File: config.mk
export PLATFORM = sky130hd
export DESIGN_NAME = uart_rcv_flat
export DESIGN_NICKNAME = d
export VERILOG_FILES = /design/src/rtl/uart_rcv_if.sv /design/src/rtl/uart_rcv.sv /design/src/flat_wrapper.sv
export SDC_FILE = /design/constraint.sdc
export NUM_CORES = 1
export LEC_CHECK = 0
export BUFFER_PORTS_ARGS = -buffer_cell sky130_fd_sc_hd__buf_2
export CORE_ASPECT_RATIO = 0.5
export CORE_MARGIN = 2
export CORE_UTILIZATION = 53
export DETAILED_ROUTE_END_ITERATION = 10
export GPL_TIMING_DRIVEN = 0
export HOLD_SLACK_MARGIN = 0.15
export PLACE_DENSITY_LB_ADDON = 0.1
export SLEW_MARGIN = 5
export SYNTH_ARGS = -nofsm -noshare
export SYNTH_HDL_FRONTEND = slang
export SYNTH_SLANG_ARGS = --single-unit
File: constraint.sdc
create_clock -name clk -period 2.3 [get_ports clk]
set_clock_uncertainty 0.15 [all_clocks]
set_input_delay 0.46 -clock clk [delete_from_list [all_inputs] [get_ports clk]]
set_output_delay 0.46 -clock clk [all_outputs]
set_load 0.02 [all_outputs]
File: src/rtl/uart_rcv_if.sv
// UART receiver bundle: serial line in, recovered byte and status strobes out.
interface uart_rcv_if #(
    parameter int DATA_BITS = 8
) ();
    logic                 rx;
    logic [DATA_BITS-1:0] dout;
    logic                 rx_done;
    logic                 rx_err;
    logic                 rx_busy;

    modport slave (
        input  rx,
        output dout, rx_done, rx_err, rx_busy
    );

    modport master (
        output rx,
        input  dout, rx_done, rx_err, rx_busy
    );
endinterface

File: src/rtl/uart_rcv.sv
// UART 8N1 receiver: two-flop synchroniser, mid-bit start check,
// centre sampling of data bits, stop-bit check with break hold-off.
module uart_rcv #(
    parameter int CLK_FREQ  = 50_000_000,
    parameter int BAUD      = 9600,
    parameter int DATA_BITS = 8
) (
    input  logic         clk,
    input  logic         rst,
    uart_rcv_if.slave    bus
);
    localparam int CPB  = CLK_FREQ / BAUD;
    localparam int HALF = CPB / 2;
    localparam int CW   = $clog2(CPB);
    localparam int IW   = (DATA_BITS > 1) ? $clog2(DATA_BITS) : 1;

    typedef enum logic [2:0] {
        IDLE, START, DATA, STOP, BRK
    } state_t;

    state_t               state, state_n;
    logic [1:0]           sync;
    logic                 rx_s;
    logic [CW-1:0]        cnt;
    logic [IW-1:0]        idx;
    logic [DATA_BITS-1:0] shift, shift_n;
    logic [DATA_BITS-1:0] dout;
    logic                 done, err;
    logic                 cnt_half, cnt_last, idx_last;
    logic                 shift_en, done_set, err_set, busy;

    assign rx_s     = sync[1];
    assign cnt_half = (cnt == CW'(HALF - 1));
    assign cnt_last = (cnt == CW'(CPB - 1));
    assign idx_last = (idx == IW'(DATA_BITS - 1));

    // Idle-high reset value keeps the line from looking like a start edge
    always_ff @(posedge clk or negedge rst) begin
        if (!rst) sync <= 2'b11;
        else      sync <= {sync[0], bus.rx};
    end

    always_ff @(posedge clk or negedge rst) begin
        if (!rst) state <= IDLE;
        else      state <= state_n;
    end

    always_comb begin
        state_n = state;
        unique case (state)
            IDLE:  if (!rx_s) state_n = START;
            START: if (cnt_half) state_n = rx_s ? IDLE : DATA;
            DATA:  if (cnt_last && idx_last) state_n = STOP;
            STOP:  if (cnt_last) state_n = rx_s ? IDLE : BRK;
            BRK:   if (rx_s) state_n = IDLE;
            default: state_n = IDLE;
        endcase
    end

    always_comb begin
        busy     = (state != IDLE);
        shift_en = (state == DATA) && cnt_last;
        done_set = (state == STOP) && cnt_last && rx_s;
        err_set  = (state == STOP) && cnt_last && !rx_s;
        shift_n  = shift >> 1;
        shift_n[DATA_BITS-1] = rx_s;
    end

    always_ff @(posedge clk or negedge rst) begin
        if (!rst) begin
            cnt   <= '0;
            idx   <= '0;
            shift <= '0;
            dout  <= '0;
            done  <= 1'b0;
            err   <= 1'b0;
        end else begin
            if (state_n != state || shift_en)
                cnt <= '0;
            else if (state != IDLE && state != BRK)
                cnt <= cnt + 1'b1;
            if (state == START)
                idx <= '0;
            else if (shift_en && !idx_last)
                idx <= idx + 1'b1;
            if (shift_en)
                shift <= shift_n;
            if (done_set)
                dout <= shift;
            done <= done_set;
            err  <= err_set;
        end
    end

    assign bus.dout    = dout;
    assign bus.rx_done = done;
    assign bus.rx_err  = err;
    assign bus.rx_busy = busy;
endmodule

File: src/flat_wrapper.sv
// flat-port wrapper written by rule: the top's interface ports become plain ports
module uart_rcv_flat 
#(
    parameter int CLK_FREQ  = 50_000_000,
    parameter int BAUD      = 9600,
    parameter int DATA_BITS = 8
)
  (clk, rst, bus_rx, bus_dout, bus_rx_done, bus_rx_err, bus_rx_busy);
  uart_rcv_if #(.DATA_BITS(DATA_BITS)) bus_i ();
  input  logic clk;
  input  logic rst;
  input wire logic [$bits(bus_i.rx)-1:0] bus_rx;
  output wire logic [$bits(bus_i.dout)-1:0] bus_dout;
  output wire logic [$bits(bus_i.rx_done)-1:0] bus_rx_done;
  output wire logic [$bits(bus_i.rx_err)-1:0] bus_rx_err;
  output wire logic [$bits(bus_i.rx_busy)-1:0] bus_rx_busy;
  assign bus_i.rx = bus_rx;
  assign bus_dout = bus_i.dout;
  assign bus_rx_done = bus_i.rx_done;
  assign bus_rx_err = bus_i.rx_err;
  assign bus_rx_busy = bus_i.rx_busy;
  uart_rcv #(.CLK_FREQ(CLK_FREQ), .BAUD(BAUD), .DATA_BITS(DATA_BITS)) u_core (.clk(clk), .rst(rst), .bus(bus_i));
endmodule
==> impl_metrics.prom, run 1 <==
# TYPE chip_impl_metric gauge
chip_impl_metric{name="clk_transition_reported_paths",unit="ns"} 0.08
chip_impl_info{name="clock-root-buffer",value="clkbuf_8"} 1
chip_impl_metric{name="cell_area_after_placement",unit="um2"} 2070
chip_impl_metric{name="required",unit="ns"} 2.32
chip_impl_info{name="rsz0062_at_grt",value="true"} 1
chip_impl_metric{name="power_leakage",unit="nW"} 1.01
chip_impl_metric{name="vias_per_cell",unit=""} 5.61
chip_impl_info{name="yosys_most_used_dff",value="dfrtp_1"} 1
chip_impl_metric{name="cap_viol_max_count",unit=""} 0
chip_impl_metric{name="synth_cells",unit=""} 164
chip_impl_info{name="type_of_the_worst_setup_path",value="flop to flop"} 1
chip_impl_metric{name="num_rows",unit=""} 15
chip_impl_metric{name="ys_seq_area_share",unit="%"} 50.5
chip_impl_metric{name="clock_power_share",unit="%"} 44.3
chip_impl_metric{name="grt_max_degree",unit=""} 40
chip_impl_metric{name="starting_density_of_the_core",unit="%"} 55.8
chip_impl_metric{name="slew-limit-headroom",unit="%"} 43.6
chip_impl_metric{name="finalWorstPathRequiredPeriod",unit="ns"} 2.32
chip_impl_metric{name="chipWidth",unit="um"} 89.5
chip_impl_metric{name="ioPinCount",unit=""} 14
chip_impl_metric{name="grt.total_usage",unit="%"} 20.0
chip_impl_metric{name="hold_viol",unit=""} 0
chip_impl_metric{name="power.combinational.fraction",unit="%"} 1.5
chip_impl_info{name="worst_setup_path_start_kind",value="flop"} 1
chip_impl_metric{name="cts-buffers-inserted",unit=""} 5
chip_impl_metric{name="max-vdd-ir-drop",unit="mV"} 0.377
chip_impl_metric{name="fin_crit_sh",unit="%"} 101
chip_impl_metric{name="synth_edf_count",unit=""} 0
chip_impl_metric{name="syn_nets",unit=""} 170
chip_impl_metric{name="drt-wirelength-per-cell",unit="um"} 14.8
chip_impl_metric{name="grt_pass1_vias",unit=""} 1244
chip_impl_info{name="clock_tree_from_tritoncts",value="yes"} 1
chip_impl_metric{name="detailedPlacementHpwl",unit="mm"} 2.35
chip_impl_metric{name="intPower",unit="W"} 0.00101
chip_impl_metric{name="timing.final.max_slew_violations",unit=""} 0
chip_impl_metric{name="place.gp.congestion",unit=""} 0.829
chip_impl_metric{name="ys_types",unit=""} 47
chip_impl_metric{name="clock_path_buffers",unit=""} 2
chip_impl_metric{name="post-place-cells",unit=""} 228
chip_impl_metric{name="h-tree-depth",unit=""} 2
chip_impl_metric{name="power_per_cell_area",unit="nW/um2"} 557
chip_impl_metric{name="p_sw_share",unit="%"} 20.2
chip_impl_metric{name="post-route-cell-area",unit="um2"} 2280
chip_impl_metric{name="grt_overflow_total",unit=""} 0
chip_impl_metric{name="synth_async_sr_flop_share",unit="%"} 100
chip_impl_metric{name="drt_drc_violations_left",unit=""} 0
chip_impl_metric{name="critical_path_arrival",unit="ns"} 2.33
chip_impl_metric{name="antenna_diodes",unit=""} 0
chip_impl_metric{name="fp.coreArea",unit="um2"} 3470
chip_impl_metric{name="r2r_setup_slack",unit="ns"} -0.02
chip_impl_metric{name="drt_pre_antenna_iters",unit=""} 4
chip_impl_metric{name="timing_worst_slew_pin_value",unit="ns"} 0.845
chip_impl_metric{name="net-switching-power",unit="W"} 0.000257
chip_impl_metric{name="timing.fmax",unit="GHz"} 0.432
chip_impl_metric{name="port-buffer-count",unit=""} 13
chip_impl_metric{name="timing.reg2reg.worst_path_depth",unit=""} 5
chip_impl_metric{name="place_worst_setup_slack",unit="ns"} -0.157
chip_impl_metric{name="setup_viol",unit=""} 9
chip_impl_metric{name="syn_avg_cell_area",unit="um2"} 11.8
chip_impl_metric{name="layout-area-overhead-vs-synth",unit="%"} 17.8
chip_impl_metric{name="final_cells",unit=""} 247
chip_impl_info{name="violations_in_the_final_reports",value="negative setup slack"} 1
chip_impl_info{name="hold_path_class",value="input port to asynchronous set/reset pin"} 1
chip_impl_info{name="r2r_end",value="u_core.cnt[2]"} 1
chip_impl_metric{name="yosys_warnings",unit=""} 0
chip_impl_metric{name="grt_first_pass_wirelength",unit="mm"} 6.11
chip_impl_metric{name="nets",unit=""} 201
chip_impl_metric{name="route.antenna.remaining_nets",unit=""} 0
chip_impl_metric{name="grt_antenna_before_repair",unit=""} 0
chip_impl_metric{name="fillers",unit=""} 281
chip_impl_metric{name="crit_fanout",unit=""} 6
chip_impl_metric{name="layout-drive-gt1-share",unit="%"} 30.6
chip_impl_metric{name="die_area",unit="um2"} 4190
chip_impl_metric{name="floorplan.die.height",unit="um"} 46.8
chip_impl_info{name="critical_path.reg2reg.startpoint",value="u_core.cnt[9]"} 1
chip_impl_metric{name="routed_wirelength",unit="mm"} 3.66
chip_impl_info{name="crit_path_end_kind",value="flop"} 1
chip_impl_metric{name="final_critical_path_setup_slack",unit="ns"} -0.0163
chip_impl_metric{name="syn_area",unit="um2"} 1940
chip_impl_metric{name="power_frac_seq",unit="%"} 54.2
chip_impl_info{name="status",value="finished with violations"} 1
chip_impl_metric{name="yosys_register_bits",unit=""} 39
chip_impl_metric{name="detail_route.iter0.violations",unit=""} 65
chip_impl_metric{name="detailroute.via_count",unit=""} 1386
chip_impl_metric{name="clock_latency_late_sink",unit="ns"} 0.29
chip_impl_metric{name="cts_sinks",unit=""} 39
flip-flops by register name, indices dropped and copies added, names as in the netlist:
signal	count
u_core.bus.rx_err	1
u_core.shift	8
u_core.bus.dout	8
u_core.bus.rx_done	1
u_core.sync	2
u_core.idx	3
u_core.state	3
u_core.cnt	13
Yosys cell counts, types with 3 or more instances:
cell,instances,area share (%)
mux2_2,8,4.6
xnor2_1,9,4.1
o21ai_0,4,1.0
ha_1,3,1.9
o211ai_1,3,1.2
dfrtp_1,37,48
a21oi_1,3,0.77
clkbuf_1,4,0.77
or3_1,4,1.3
inv_1,5,0.97
nor2_1,7,1.4
nor3_1,5,1.3
nand3_1,3,0.77
mux2_1,4,2.3
mux2_4,4,3.1
xor2_1,3,1.4
a211oi_1,12,4.6
nand2_1,8,1.5
nand4_1,3,0.97
kinds of logic (layout without fill, tap and decap cells):
group | Yosys count | after routing | synth area share (%)
XOR/XNOR | 12 | 12 | 5.42
AND/OR/NAND/NOR | 47 | 48 | 15.0
flip-flops | 39 | 39 | 50.5
buffers and inverters | 15 | 46 | 4.13
adder cells (fa/ha/maj) | 3 | 3 | 1.94
multiplexers | 16 | 16 | 10.1
AO/OA/AOI/OAI | 32 | 32 | 13.0
layout by cell type, fill, tap and decap left out, types with 5 or more instances in the layout:
| cell type | netlist | layout |
|---|---|---|
| clkbuf_8 | 0 | 5 |
| nor3_1 | 5 | 5 |
| xnor2_1 | 9 | 9 |
| a211oi_1 | 12 | 12 |
| buf_2 | 1 | 13 |
| inv_1 | 5 | 5 |
| mux2_2 | 8 | 8 |
| buf_4 | 2 | 10 |
| nand2_1 | 8 | 8 |
| dfrtp_1 | 37 | 35 |
| nor2_1 | 7 | 7 |
what timing repair did:
action | 4_1_cts | 5_1_grt
setup endpoints to repair | 27 | 28
buffers inserted | 8 | 2
pin swaps | 4 | 4
resized for setup | 7 | 2
endpoints found under the hold margin | 1 | 0
hold buffers | 1 | 0
gates cloned | 2 | 0
metrics by stage:
step	utilization, %	hold WS [ns]	total power, W	TNS [ns]
final	65.7	0.125	0.00127	-0.0704
after global routing	65.7	0.192	0.00133	-0.600
after CTS	65.4	0.156	0.00129	-0.530
after detailed placement	59.6	0.207	0.000722	-2.91
after global placement	59.6	0.196	0.000721	-2.55
after floorplan	-	0.0144	0.000706	0
per-layer routing:
layer	part of all wire [%]	track usage [%]	routed length, um
met1	49	28.0	1800
met2	45	30.8	1650
met3	5.1	6.33	187
met4	0.52	5.37	19
met5	0	0	0
worst max-delay path: stages (launching register included):
cell	delay, ns
dfrtp_1	0.39
or4b_4	0.56
or3_4	0.48
a221oi_4	0.39
buf_4	0.19
a211oi_1	0.05
worst max-delay path by stage:
stage	from	end	slack [ns]
after floorplan	u_core.cnt[11]	u_core.shift[1]	0.009
after global placement	u_core.cnt[11]	u_core.state[0]	-0.15
after detailed placement	u_core.cnt[9]	u_core.state[0]	-0.16
after CTS	u_core.cnt[11]	u_core.cnt[2]	-0.05
after global routing	u_core.cnt[9]	u_core.cnt[2]	-0.07
final	u_core.cnt[9]	u_core.cnt[2]	-0.02
power by group through the flow:
stage	combinational [W]	clock (W)	sequential, W
finish	0.0000194	0.000563	0.000689
global route	0.0000234	0.000619	0.000689
CTS	0.0000208	0.000579	0.000689
detailed placement	0.0000196	0	0.000703
global placement	0.0000189	0	0.000702
floorplan	0.00000341	0	0.000702
layout make-up:
cell class	count	area [um2]	share of cell area, %
clock buffers	5	68.8	3.02
plain buffers	8	53.8	2.36
well taps	51	63.8	2.80
repair buffers	25	161	7.07
multi-input cells	111	891	39.0
flip-flops and latches	39	981	43.0
inverters	5	18.8	0.822
clock inverters	3	43.8	1.92
No activity file was read; power rests on OpenSTA's default activity.
==> run 2: changes to the inputs <==
==> constraint.sdc (replaced) <==
create_clock -name clk -period 2 [get_ports clk]
set_clock_uncertainty 0.15 [all_clocks]
set_input_delay 0.4 -clock clk [delete_from_list [all_inputs] [get_ports clk]]
set_output_delay 0.4 -clock clk [all_outputs]
set_load 0.02 [all_outputs]
==> impl_metrics.prom, run 2 (synthesis gave the netlist of run 1 again) <==
# TYPE chip_impl_metric gauge
chip_impl_info{name="status",value="finished with violations"} 1
chip_impl_info{name="violations_in_the_final_reports",value="negative setup slack"} 1
chip_impl_metric{name="starting_density_of_the_core",unit="%"} 55.8
chip_impl_metric{name="die_area",unit="um2"} 4190
chip_impl_metric{name="slowest_delay",unit="ns"} 0.55
chip_impl_metric{name="fin_setup_tns",unit="ns"} -9.27
chip_impl_metric{name="grt.total_usage",unit="%"} 21.0
chip_impl_metric{name="port-buffer-count",unit=""} 13
chip_impl_metric{name="met1_usage",unit="%"} 28.0
chip_impl_metric{name="post-route-cell-area",unit="um2"} 2470
chip_impl_metric{name="largest_register_ff_count",unit=""} 13
chip_impl_metric{name="detailroute.via_count",unit=""} 1421
chip_impl_metric{name="crit_fanout",unit=""} 6
chip_impl_metric{name="detailedPlacementHpwl",unit="mm"} 2.33
chip_impl_metric{name="final_critical_path_setup_slack",unit="ns"} -0.312
chip_impl_info{name="r2r_end",value="u_core.cnt[12]"} 1
chip_impl_info{name="crit_start",value="u_core.cnt[11]"} 1
chip_impl_info{name="critical_path.reg2reg.startpoint",value="u_core.cnt[11]"} 1
chip_impl_metric{name="floorplan.die.height",unit="um"} 46.8
chip_impl_metric{name="vias_per_cell",unit=""} 5.57
chip_impl_metric{name="grt_first_pass_wirelength",unit="mm"} 6.34
chip_impl_metric{name="clk_transition_reported_paths",unit="ns"} 0.08
chip_impl_metric{name="layout-drive-gt1-share",unit="%"} 42.2
chip_impl_metric{name="gr-usage-met2",unit="%"} 33.6
chip_impl_metric{name="cap_viol_max_count",unit=""} 0
chip_impl_metric{name="timing_worst_slew_pin_value",unit="ns"} 0.842
chip_impl_info{name="clock-root-buffer",value="clkbuf_8"} 1
chip_impl_metric{name="drt_drc_violations_left",unit=""} 0
chip_impl_info{name="type_of_the_worst_setup_path",value="flop to flop"} 1
chip_impl_metric{name="detail_route.iter0.violations",unit=""} 85
chip_impl_info{name="rsz0062_at_grt",value="true"} 1
chip_impl_metric{name="chipWidth",unit="um"} 89.5
chip_impl_info{name="critical-path-slowest-cell",value="or4b_4"} 1
chip_impl_metric{name="timing.fmax",unit="GHz"} 0.432
chip_impl_info{name="clock_tree_from_tritoncts",value="yes"} 1
chip_impl_metric{name="cts-buffers-inserted",unit=""} 5
chip_impl_metric{name="ioPinCount",unit=""} 14
chip_impl_metric{name="cell_area_after_placement",unit="um2"} 2080
chip_impl_metric{name="power_per_cell_area",unit="nW/um2"} 596
chip_impl_metric{name="grt_max_degree",unit=""} 40
chip_impl_metric{name="setup_viol",unit=""} 36
chip_impl_metric{name="grt_overflow_total",unit=""} 0
chip_impl_metric{name="layout-area-overhead-vs-synth",unit="%"} 27.6
chip_impl_metric{name="fin_crit_sh",unit="%"} 116
chip_impl_info{name="grt_most_used_layer",value="met2"} 1
chip_impl_metric{name="cts_sinks",unit=""} 39
chip_impl_metric{name="route.antenna.remaining_nets",unit=""} 0
chip_impl_info{name="hold_path_class",value="flop to flop"} 1
chip_impl_metric{name="slew-limit-headroom",unit="%"} 43.9
chip_impl_metric{name="grtUsageMet3",unit="%"} 6.85
chip_impl_metric{name="fillers",unit=""} 248
chip_impl_metric{name="required",unit="ns"} 2.03
chip_impl_metric{name="grt_antenna_before_repair",unit=""} 0
chip_impl_info{name="regMostFlops",value="u_core.cnt"} 1
chip_impl_metric{name="timing.reg2reg.worst_path_depth",unit=""} 5
chip_impl_metric{name="fp.coreArea",unit="um2"} 3470
chip_impl_metric{name="nets",unit=""} 209
chip_impl_metric{name="clock_latency_late_sink",unit="ns"} 0.30
chip_impl_info{name="crit_path_end_kind",value="flop"} 1
chip_impl_metric{name="routed_wirelength",unit="mm"} 3.94
chip_impl_info{name="layout_commonest_cell",value="dfrtp_1"} 1
chip_impl_info{name="worst_setup_path_start_kind",value="flop"} 1
chip_impl_info{name="most-common-layout-cells",value="33 x dfrtp_1, 13 x buf_4, 13 x buf_2, 10 x mux2_4, 9 x xnor2_1"} 1
chip_impl_metric{name="clock_path_buffers",unit=""} 2
chip_impl_info{name="biggest_regs",value="u_core.cnt: 13 flops, u_core.bus.dout: 8 flops, u_core.shift: 8 flops"} 1
chip_impl_metric{name="place.gp.congestion",unit=""} 0.849
chip_impl_metric{name="timing.final.max_slew_violations",unit=""} 0
chip_impl_metric{name="drt_pre_antenna_iters",unit=""} 4
chip_impl_metric{name="power.total",unit="W"} 0.00147
chip_impl_metric{name="critical_path_arrival",unit="ns"} 2.34
chip_impl_metric{name="power_leakage",unit="nW"} 1.08
chip_impl_metric{name="grt_pass1_vias",unit=""} 1328
chip_impl_metric{name="max-vdd-ir-drop",unit="mV"} 0.475
chip_impl_metric{name="drt-wirelength-per-cell",unit="um"} 15.4
chip_impl_metric{name="finalWorstPathRequiredPeriod",unit="ns"} 2.31
chip_impl_metric{name="antenna_diodes",unit=""} 0
chip_impl_info{name="setup.worst_path.end",value="u_core.cnt[12]"} 1
chip_impl_metric{name="hold_viol",unit=""} 0
chip_impl_metric{name="r2r_setup_slack",unit="ns"} -0.31
chip_impl_metric{name="h-tree-depth",unit=""} 2
chip_impl_info{name="timing.critical_path.cells",value="or4b_4 -> or3_4 -> a221oi_4 -> buf_4 -> a211oi_1"} 1
chip_impl_metric{name="num_rows",unit=""} 15
run 2: cell count changes in the layout (fill, tap and decap cells not counted), moves of 2 or more:
cell / delta
a211oi_1: -7
a211oi_2: +7
buf_4: +3
buf_6: +4
clkbuf_1: -2
dfrtp_1: -2
dfrtp_2: +2
mux2_1: -2
mux2_2: -4
mux2_4: +6
run 2: report_power, final:
part | switching [W] | leakage (nW) | total (W) | internal (W)
Clock | 0.000285 | 0.0581 | 0.000656 | 0.000371
Combinational | 0.0000193 | 0.500 | 0.0000244 | 0.00000509
Sequential | 0.000000477 | 0.518 | 0.000792 | 0.000791
Total | 0.000305 | 1.08 | 0.00147 | 0.00117
run 2: how the worst min path moves through the flow:
stage | startpoint | endpoint | slack [ns] | cells past startpoint
2_1_floorplan | rst | u_core.bus.dout[0] | -0.05 | 0
3_3_place_gp | u_core.sync[0] | u_core.sync[1] | 0.20 | 0
3_5_place_dp | u_core.sync[0] | u_core.sync[1] | 0.20 | 0
4_1_cts | u_core.sync[0] | u_core.sync[1] | 0.21 | 0
5_1_grt | u_core.sync[0] | u_core.sync[1] | 0.22 | 0
6_report | u_core.sync[0] | u_core.sync[1] | 0.21 | 0
run 2: per-stage QoR:
| stage | setup slack [ns] | instances | hold WS (ns) | utilization (%) |
|---|---|---|---|---|
| 2_1_floorplan | -0.267 | 164 | -0.0456 | - |
| 3_3_place_gp | -0.442 | 228 | 0.196 | 59.9 |
| 3_5_place_dp | -0.471 | 228 | 0.200 | 59.9 |
| 4_1_cts | -0.326 | 250 | 0.211 | 69.0 |
| 5_1_grt | -0.353 | 255 | 0.220 | 71.2 |
| 6_report | -0.312 | 255 | 0.210 | 71.2 |
run 2: area by class of cell:
type / instances / area, um2 / share of cell area (%)
Timing Repair Buffer: 33 / 239 / 9.67
Sequential cell: 39 / 983 / 39.8
Buffer: 8 / 67.6 / 2.73
Clock buffer: 5 / 68.8 / 2.78
Clock inverter: 3 / 43.8 / 1.77
Inverter: 5 / 18.8 / 0.759
Tap cell: 51 / 63.8 / 2.58
Multi-Input combinational cell: 111 / 987 / 39.9
run 2: timing repair:
item                                    CTS  global route
setup buffers                            12             5
endpoints found under the hold margin    38             0
gates resized for setup                  28            14
hold buffers                              2             0
pin swaps                                 9             7
endpoints found under the setup margin   37            37
gates cloned                              2             1
run 2: layer usage:
| layer | vias to the layer above | part of all wire, % | wire length, um |
|---|---|---|---|
| li1 | 687 | - | - |
| met1 | 702 | 51 | 2010 |
| met2 | 26 | 44 | 1750 |
| met3 | 6 | 3.6 | 142 |
| met4 | 0 | 0.86 | 34 |
| met5 | - | 0 | 0 |
run 2: worst max-delay path, delay by kind of cell, from the launching register on:
kind | cells | cell delay (ns)
buffers and inverters | 1 | 0.19
AO/OA/AOI/OAI | 2 | 0.43
AND/OR/NAND/NOR | 2 | 1.02
flip-flops | 1 | 0.39
==> run 3: changes to the inputs <==
--- a/config.mk
+++ b/config.mk
@@ -13,6 +13,7 @@
 export GPL_TIMING_DRIVEN = 0
 export HOLD_SLACK_MARGIN = 0.15
 export PLACE_DENSITY_LB_ADDON = 0.1
+export REMOVE_ABC_BUFFERS = 1
 export SLEW_MARGIN = 5
 export SYNTH_ARGS = -nofsm -noshare
 export SYNTH_HDL_FRONTEND = slang
==> impl_metrics.prom, run 3 (synthesis gave the netlist of run 1 again) <==
# TYPE chip_impl_metric gauge
chip_impl_info{name="status",value="finished with violations"} 1
chip_impl_info{name="violations_in_the_final_reports",value="negative setup slack"} 1
chip_impl_metric{name="timing_worst_slew_pin_value",unit="ns"} 0.842
chip_impl_info{name="type_of_the_worst_setup_path",value="flop to flop"} 1
chip_impl_info{name="layout_commonest_cell",value="dfrtp_1"} 1
chip_impl_metric{name="required",unit="ns"} 2.03
chip_impl_metric{name="drt_pre_antenna_iters",unit=""} 4
chip_impl_metric{name="nets",unit=""} 197
chip_impl_metric{name="hold_viol",unit=""} 0
chip_impl_metric{name="clk_transition_reported_paths",unit="ns"} 0.08
chip_impl_info{name="clock-root-buffer",value="clkbuf_8"} 1
chip_impl_info{name="rsz0062_at_grt",value="true"} 1
chip_impl_metric{name="grt_overflow_total",unit=""} 0
chip_impl_metric{name="grt_first_pass_wirelength",unit="mm"} 6.09
chip_impl_metric{name="antenna_diodes",unit=""} 0
chip_impl_metric{name="cap_viol_max_count",unit=""} 0
chip_impl_metric{name="place.gp.congestion",unit=""} 0.754
chip_impl_metric{name="route.antenna.remaining_nets",unit=""} 0
chip_impl_metric{name="fin_util",unit="%"} 67.2
chip_impl_metric{name="h-tree-depth",unit=""} 2
chip_impl_metric{name="post-place-cells",unit=""} 218
chip_impl_metric{name="max-vdd-ir-drop",unit="mV"} 0.316
chip_impl_metric{name="vias_per_cell",unit=""} 5.65
chip_impl_metric{name="finalWorstPathRequiredPeriod",unit="ns"} 2.29
chip_impl_metric{name="crit_fanout",unit=""} 12
chip_impl_metric{name="fillers",unit=""} 261
chip_impl_metric{name="slew-limit-headroom",unit="%"} 43.9
chip_impl_metric{name="die_area",unit="um2"} 4190
chip_impl_metric{name="ioPinCount",unit=""} 14
chip_impl_metric{name="clock_path_buffers",unit=""} 2
chip_impl_info{name="worst_path_dominant_cell_family",value="simple AND/OR/NAND/NOR gates"} 1
chip_impl_metric{name="chipWidth",unit="um"} 89.5
chip_impl_metric{name="final_critical_path_setup_slack",unit="ns"} -0.291
chip_impl_info{name="hold_path_startpoint",value="u_core.sync[0]"} 1
chip_impl_metric{name="layout-drive-gt1-share",unit="%"} 35.9
chip_impl_metric{name="drt_drc_violations_left",unit=""} 0
chip_impl_metric{name="routed_wirelength",unit="mm"} 3.77
chip_impl_metric{name="finalHoldWorstSlack",unit="ns"} 0.209
chip_impl_metric{name="cts-buffers-inserted",unit=""} 5
chip_impl_metric{name="drt-wirelength-per-cell",unit="um"} 15.5
chip_impl_metric{name="critical_path_arrival",unit="ns"} 2.32
chip_impl_metric{name="grt.total_usage",unit="%"} 20.0
chip_impl_metric{name="critPathBufInv",unit=""} 1
chip_impl_info{name="most-common-layout-cells",value="33 x dfrtp_1, 13 x buf_2, 12 x a211oi_1, 12 x buf_4, 11 x mux2_4"} 1
chip_impl_info{name="crit_start",value="u_core.state[2]"} 1
chip_impl_metric{name="starting_density_of_the_core",unit="%"} 55.8
chip_impl_metric{name="power.total",unit="W"} 0.00147
chip_impl_metric{name="slowest_delay",unit="ns"} 0.56
chip_impl_metric{name="fp.coreArea",unit="um2"} 3470
chip_impl_metric{name="num_rows",unit=""} 15
chip_impl_metric{name="detailedPlacementHpwl",unit="mm"} 2.16
chip_impl_info{name="clock_tree_from_tritoncts",value="yes"} 1
chip_impl_info{name="biggest_regs",value="u_core.cnt: 13 flops, u_core.bus.dout: 8 flops, u_core.shift: 8 flops"} 1
chip_impl_metric{name="final_cells",unit=""} 243
chip_impl_info{name="critical-path-slowest-cell",value="or4_4"} 1
chip_impl_metric{name="power_leakage",unit="nW"} 1.01
chip_impl_metric{name="largest_register_ff_count",unit=""} 13
chip_impl_metric{name="setup_viol",unit=""} 33
chip_impl_info{name="timing.critical_path.cells",value="or3b_2 -> or4_4 -> buf_4 -> mux2_4"} 1
chip_impl_metric{name="timing.fmax",unit="GHz"} 0.436
chip_impl_metric{name="multi_input_area",unit="um2"} 947
chip_impl_metric{name="grt_max_degree",unit=""} 40
chip_impl_metric{name="detailroute.via_count",unit=""} 1373
chip_impl_metric{name="fin_crit_sh",unit="%"} 115
chip_impl_metric{name="timing.final.max_slew_violations",unit=""} 0
chip_impl_info{name="worst_setup_path_start_kind",value="flop"} 1
chip_impl_metric{name="cts_sinks",unit=""} 39
chip_impl_metric{name="seq_area",unit="um2"} 983
chip_impl_info{name="hold_path_class",value="flop to flop"} 1
chip_impl_metric{name="detail_route.iter0.violations",unit=""} 68
chip_impl_metric{name="floorplan.die.height",unit="um"} 46.8
chip_impl_info{name="crit_path_end_kind",value="flop"} 1
chip_impl_metric{name="grt_pass1_vias",unit=""} 1258
chip_impl_info{name="critical_path.reg2reg.startpoint",value="u_core.state[2]"} 1
chip_impl_metric{name="layout-area-overhead-vs-synth",unit="%"} 20.3
chip_impl_metric{name="clock_latency_late_sink",unit="ns"} 0.30
chip_impl_metric{name="port-buffer-count",unit=""} 13
chip_impl_info{name="regMostFlops",value="u_core.cnt"} 1
chip_impl_metric{name="grt_antenna_before_repair",unit=""} 0
chip_impl_metric{name="power_per_cell_area",unit="nW/um2"} 630
==> run 3: final cells by class <==
cell class | count | share of cell area (%)
flip-flops and latches | 39 | 42.2
well taps | 51 | 2.74
repair buffers | 29 | 8.85
multi-input cells | 111 | 40.6
clock buffers | 5 | 2.95
clock inverters | 3 | 1.88
inverters | 5 | 0.805
==> run 3: repair_timing <==
action	in CTS	in global routing
endpoints found under the setup margin	36	36
hold endpoints to repair	38	0
hold buffers	2	0
buffers inserted	13	1
cloned	1	0
pin swaps	4	1
resized for setup	15	4
==> run 3: routing by layer <==
| metal | vias to the layer above | GRT usage, % | routed length [um] |
|---|---|---|---|
| met5 | - | 0 | 0 |
| met3 | 9 | 6.33 | 162 |
| met2 | 31 | 30.8 | 1650 |
| met4 | 0 | 7.16 | 74 |
| li1 | 660 | - | - |
| met1 | 673 | 27.4 | 1880 |
==> run 3: per-stage QoR <==
step / setup TNS, ns / instance area (um2) / worst slack (ns)
after floorplan: -9.33 / 1880 / -0.393
after global placement: -15.05 / 2010 / -0.692
after detailed placement: -15.64 / 2010 / -0.721
after CTS: -8.35 / 2310 / -0.285
after global routing: -10.63 / 2330 / -0.367
final: -8.42 / 2330 / -0.291
==> run 3: path summary, 6_finish.rpt <==
check	to	depth (start not counted)	slack, ns
min	u_core.sync[1]	0	0.21
min in group asynchronous	u_core.shift[3]	2	0.60
max in group asynchronous	u_core.cnt[7]	2	0.52
min reg2reg	u_core.sync[1]	0	0.21
max reg2reg	u_core.shift[2]	4	-0.29
max	u_core.shift[2]	4	-0.29
==> run 3: report_power, final <==
group	leakage, nW	internal [W]	switching (W)
Clock	0.0581	0.000371	0.000282
Sequential	0.518	0.000792	0.00000318
Combinational	0.435	0.00000471	0.0000162
Total	1.01	0.00117	0.000302
